File: src/rtl/int_ctrl.sv
// Prioritised, non-nesting interrupt controller: edge-latched pending bits, fixed lowest-index priority.
// Latency: event to irq is 2 cycles. The CPU paces requests through the ack/ret handshake; there is no other backpressure.
module int_ctrl #(
  parameter int          NSRC       = 8,
  parameter logic [15:0] VEC_BASE   = 16'h0010,
  parameter logic [15:0] VEC_STRIDE = 16'h0004
) (
  input  logic                     clk,
  input  logic                     rst,
  input  logic [15:0]              confINT,
  input  logic [NSRC-1:0]          src,
  input  logic [NSRC-1:0]          clr_pend,
  input  logic                     int_ack,
  input  logic                     int_ret,
  output logic                     irq,
  output logic [$clog2(NSRC)-1:0]  int_id,
  output logic [15:0]              int_vector,
  output logic [NSRC-1:0]          pending,
  output logic                     in_service
);

  localparam int IDW = $clog2(NSRC);

  typedef enum logic [1:0] {
    IDLE    = 2'd0,
    REQ     = 2'd1,
    SERVICE = 2'd2
  } state_t;

  state_t          state_q, state_d;
  logic            irq_q, irq_d;
  logic [IDW-1:0]  int_id_q, int_id_d;
  logic [15:0]     int_vector_q, int_vector_d;
  logic [NSRC-1:0] pending_q, pending_d;
  logic [NSRC-1:0] src_q, src_d;

  logic [NSRC-1:0] src_rise;
  logic [NSRC-1:0] eligible;
  logic            any_elig;
  logic [IDW-1:0]  win_idx;
  logic [NSRC-1:0] win_mask;
  logic [NSRC-1:0] ack_clr;
  logic            cfg_unused;

  assign cfg_unused = ^confINT[14:NSRC];

  always_comb begin
    src_d    = src;
    src_rise = src & ~src_q;
    eligible = pending_q & confINT[NSRC-1:0] & {NSRC{confINT[15]}};
    any_elig = |eligible;

    // Scan downward so the lowest set index is the last one written.
    win_idx = '0;
    for (int i = NSRC - 1; i >= 0; i--) begin
      if (eligible[i]) win_idx = IDW'(i);
    end
    win_mask = any_elig ? (NSRC'(1) << win_idx) : '0;

    state_d      = state_q;
    irq_d        = irq_q;
    int_id_d     = int_id_q;
    int_vector_d = int_vector_q;
    ack_clr      = '0;

    case (state_q)
      IDLE: begin
        if (any_elig) begin
          state_d = REQ;
          irq_d   = 1'b1;
        end
      end
      REQ: begin
        if (int_ack && any_elig) begin
          int_id_d     = win_idx;
          int_vector_d = VEC_BASE + 16'(win_idx) * VEC_STRIDE;
          ack_clr      = win_mask;
          irq_d        = 1'b0;
          state_d      = SERVICE;
        end else if (!any_elig) begin
          // Covers both a spurious ack and the request vanishing under clear/mask.
          irq_d   = 1'b0;
          state_d = IDLE;
        end
      end
      SERVICE: begin
        irq_d = 1'b0;
        if (int_ret) state_d = IDLE;
      end
      default: begin
        irq_d   = 1'b0;
        state_d = IDLE;
      end
    endcase

    // A rising edge in the same cycle as a clear keeps the bit set.
    pending_d = (pending_q & ~(clr_pend | ack_clr)) | src_rise;
  end

  always_ff @(posedge clk) begin
    if (rst) begin
      state_q      <= IDLE;
      irq_q        <= 1'b0;
      int_id_q     <= '0;
      int_vector_q <= VEC_BASE;
      pending_q    <= '0;
      src_q        <= '0;
    end else begin
      state_q      <= state_d;
      irq_q        <= irq_d;
      int_id_q     <= int_id_d;
      int_vector_q <= int_vector_d;
      pending_q    <= pending_d;
      src_q        <= src_d;
    end
  end

  assign irq        = irq_q;
  assign int_id     = int_id_q;
  assign int_vector = int_vector_q;
  assign pending    = pending_q;
  assign in_service = (state_q == SERVICE);

endmodule

File: config.mk
export PLATFORM = sky130hd
export DESIGN_NAME = int_ctrl
export DESIGN_NICKNAME = d
export VERILOG_FILES = /design/src/rtl/int_ctrl.sv
export SDC_FILE = /design/constraint.sdc
export NUM_CORES = 1
export LEC_CHECK = 0
export ABC_AREA = 1
export CELL_PAD_IN_SITES_DETAIL_PLACEMENT = 1
export CELL_PAD_IN_SITES_GLOBAL_PLACEMENT = 1
export CORE_MARGIN = 2
export CORE_UTILIZATION = 30
export CTS_CLUSTER_SIZE = 25
export DETAILED_ROUTE_END_ITERATION = 8
export HOLD_SLACK_MARGIN = 0.15
export PLACE_DENSITY_LB_ADDON = 0.1
export SLEW_MARGIN = 15
export SYNTH_ARGS = -nofsm -noshare
export SYNTH_HDL_FRONTEND = slang
export SYNTH_SLANG_ARGS = --single-unit
File: constraint.sdc
create_clock -name clk -period 3.05 [get_ports clk]
set_input_delay 0.305 -clock clk [delete_from_list [all_inputs] [get_ports clk]]
set_output_delay 0.305 -clock clk [all_outputs]
set_load 0.005 [all_outputs]
# Word-level counts from Yosys, hierarchy flattened
# Index checks and enable logic that the tools add are counted.
# classes
shifts	1
n_bitwise	8
n_eq_ne	5
n_addsub	1
n_reduce_logical	6
n_mux	20
# op_table
op	count
$and 8x8->8	4
$mux 3	8
$mux 8	3
$not 8->8	2
$or 8x8->8	2
$mux 2	4
$reduce_or 8->1	1
$shl 1x3->8 const A	1
$add 5x5->6 const A	1
$pmux 2 s3	1
$ne 2x2->1 const B	2
$reduce_and 2->1	2
$mux 1	3
$ne 3x3->1 const B	1
$reduce_and 3->1	1
$eq 2x1->1 const B	1
$eq 2x2->1 const B	1
$logic_not 2->1	1
$pmux 1 s2	1
$logic_and 1x1->1	1
# totals
in_bits	36
regBits	38

# Logic depth before layout (Yosys ltp)
# depth
ltp_word	18
depth_mapped	13
depth_no_buf	12

# Least setup slack after synthesis
# No wires, ideal clock.
# synth_timing
path_kind	input to register
from	input confINT[15]
to	register pending_q[5], in the netlist pending[5]
path_buffers	1
t_required_ps	2938
t_arrival_ps	1135
setup_slack_ps	1802
stages	9
cell_sequence	buf_6 -> nand3_4 -> nand2_4 -> nor2_4 -> nand4_2 -> inv_2 -> nand4_1 -> nand2_1 -> nand2_1
# synth_via
elab_chain_cells	17
# synth_lines
item	line	source
from (decl)	10	input logic [15:0] confINT,
$and 8x8->8 (*)	50	eligible = pending_q & confINT[NSRC-1:0] & {NSRC{confINT[15]}};
$mux 3 (8 in a row)	56	if (eligible[i]) win_idx = IDW'(i);
$shl 1x3->8	58	win_mask = any_elig ? (NSRC'(1) << win_idx) : '0;
$mux 8	58	
$mux 8 (*)	74	if (int_ack && any_elig) begin
$mux 8 (*)	66	case (state_q)
$or 8x8->8 (*)	97	pending_d = (pending_q & ~(clr_pend | ack_clr)) | src_rise;
$not 8->8 (*)	97	
$and 8x8->8 (*)	97	
$or 8x8->8 (*)	97	
to (signal assigned)	113	pending_q <= pending_d;
to (decl)	34	logic [NSRC-1:0] pending_q, pending_d;
# Mark *: on every way between the ends. The rest lies on a longest branch, timed or not.
# A chain may end at the register's enable or synchronous reset.

# Worst setup path in the final report
# layout_timing
from	input confINT[15]
to	register pending_q[2], in the netlist pending[2]
# The elaborated chain is that of the path after synthesis.

==> impl_metrics.tcl <==
set metrics [dict create \
    area_delta_synth_final_pct 35.61 \
    antenna_cells 0 \
    synth-simple-area-share 0.3759 \
    place.gp.congestion 0.8297 \
    synthCells 164 \
    fmax_mhz 503.3 \
    grt_pass1_vias 1172 \
    setup_violations 0 \
    irDropWorstVdd_uv 184.3 \
    synth_cell_type_count 31 \
    grt_max_degree 19 \
    drtIter0Drc 31 \
    drv_cap 0 \
    antenna_left 0 \
    status "finished clean" \
    io_buffers 45 \
    synthAdderAreaFrac 0 \
    yosysTopAreaCellShare 0.3485 \
    cts_tree "done" \
    finalNetCount 244 \
    track_usage 0.1347 \
    required_ps 3210 \
    yosysWarnings 0 \
    path_max_fanout 9 \
    min_period_ps 1987 \
    synth_top_family_by_area "simple AND/OR/NAND/NOR gates" \
    dieArea_sq_um 4951 \
    place_hpwl_microns 2485 \
    synth-compound-area-share 0.07765 \
    vias_per_cell 4.340 \
    overflow 0 \
    syn_area_sq_um 1321 \
    cts.sink_count 23 \
    async_flop_share 0 \
    drt-total-wl_microns 3041 \
    postCtsSetupBuffers 0 \
    synthTopCellsByArea "dfxtp_1, buf_4, nand2_1" \
    dr.pass1.iters 4 \
    final_hold_viol_count 0 \
    clkLatencyLatePin_ps 270 \
    final.period_utilization 0.6514 \
    final_cells 259 \
    grt_first_pass_wirelength_microns 5354 \
    crit_type "input port to register" \
    die_h_microns 70.37 \
    cp-end-kind "register" \
    whs_ps 418.5 \
    dp.cells 255 \
    synth_ff_type "dfxtp_1" \
    cts-htree-levels 1 \
    synth_common_cells "nand2_1, dfxtp_1, inv_1, buf_4, nor2_1" \
    drv_slew 0 \
    seq_area_frac_synth 0.3485 \
    wl_met3_microns 193 \
    drive_above_1_share 0.1981 \
    ys_ff_latch 23 \
    cts_buffer_depth 2 \
    fin_worst_skew_ps 1.444 \
    cts_buffers 3 \
    critical_path_arrival_ps 2140 \
    holdBufCountCts 0 \
    hold_depth 1 \
    drcViolationCount 0 \
    pre_cts_ws_ps 731.5 \
    p_leak_nw 0.7708 \
    syn_avg_cell_area_sq_um 8.057 \
    synth-edff-count 0 \
    pin_count 65 \
    rr_worst_depth 6 \
    synth_largest_area_cell "dfxtp_1" \
    ctsRootBufferMaster "clkbuf_8" \
    min_path_type "register to register" \
    wl_per_cell_microns 11.74 \
    initial_core_util 0.3077 \
    dr.max_layer_used "met4" \
    p_per_area_nw_per_um2 384.2 \
    coreArea_sq_um 4294 \
    synth_xor_area_frac 0 \
    wl_met2_microns 1458 \
    yosysMostFrequentCell "nand2_1" \
    setup_ws_ps 1063 \
    clk_pin_slew_worst_paths_ps 80 \
    fin_tns_setup_ps 0 \
    startpoint_type "input port" \
    rows 24 \
    antenna_found_initial 0 \
    relSlewSlack 0.5570 \
    drt-met1-wl_microns 1351 \
    tightest_slew_ps 662.4 \
    rsz0062_at_grt "false" \
    dr_total_vias 1124 \
    cts_resized 0 \
    fp.dieW_microns 70.37 \
    synthMuxAreaShare 0 \
]
==> critical path, cell delays in order <==
cell	delay, ps
clkdlybuf4s50_1	890
nand3_4	200
nand2_4	120
nor2_4	60
nor3b_2	300
inv_2	70
nor2_1	110
o22ai_1	70
==> state kept, by name, summed over array words and instances, names as in the netlist <==
name / flops
pending: 8
src_q: 8
int_id: 3
state_q: 2
int_vector: 1
irq: 1
==> path summary, 6_finish.rpt <==
kind	start	to	slack [ps]
setup reg to reg	state_q[0]$_SDFFE_PP0P_	pending[2]$_SDFF_PP0_	1670
setup / recovery	confINT[15]	pending[2]$_SDFF_PP0_	1060
hold / removal	src_q[0]$_SDFF_PP0_	pending[0]$_SDFF_PP0_	420
hold reg to reg	src_q[0]$_SDFF_PP0_	pending[0]$_SDFF_PP0_	420
==> layer usage <==
layer	GRT usage	vias up
met5	0	-
met4	0.04487	0
met3	0.03175	6
met2	0.2285	35
met1	0.1665	509
li1	-	574
==> kinds of logic (layout without fill, tap and decap cells) <==
group                  count (synthesis)  count (layout)
and+or+nand+nor                       80              80
AOI/OAI and AO/OA                     14              14
buffers and inverters                 46              78
DFF                                   23              23
other                                  1              12
==> through the flow <==
stage / power, W / util / area (sq um)
2_1_floorplan: 0.0004388 / - / 1363
3_3_place_gp: 0.0005018 / 0.4068 / 1747
3_5_place_dp: 0.0005067 / 0.4068 / 1747
4_1_cts: 0.0007018 / 0.4172 / 1792
5_1_grt: 0.0007331 / 0.4172 / 1792
6_report: 0.0006884 / 0.4172 / 1792
==> power breakdown <==
group          internal, W  total, W  switching [W]
clock network    0.0000934  0.000191      0.0000978
registers         0.000320  0.000334      0.0000141
logic            0.0000868  0.000164      0.0000768
total             0.000500  0.000688       0.000189
==> area by class of cell <==
| class | count | area (sq um) |
|---|---|---|
| clock buffer | 4 | 45.04 |
| fill | 539 | 2502 |
| inverter | 28 | 118.9 |
| multi-input combinational | 106 | 644.4 |
| sequential | 23 | 460.4 |
| tap | 52 | 65.06 |
| timing repair buffer | 46 | 457.9 |
==> cell usage in the layout (no fill, tap or decap), types with 3 or more instances in the layout <==
cell,synthesis,routed
clkdlybuf4s50_1,0,45
a21oi_2,3,3
nand2_4,4,4
inv_2,5,5
nand3_4,3,3
nor2_1,13,13
dfxtp_1,23,23
nor3b_1,4,4
nand4_1,4,4
nand3_2,5,5
nand2_1,28,28
nand2_2,9,9
clkbuf_8,0,3
o21ai_1,3,3
inv_1,21,21
conb_1,1,12
No activity file was read; power rests on OpenSTA's default activity.
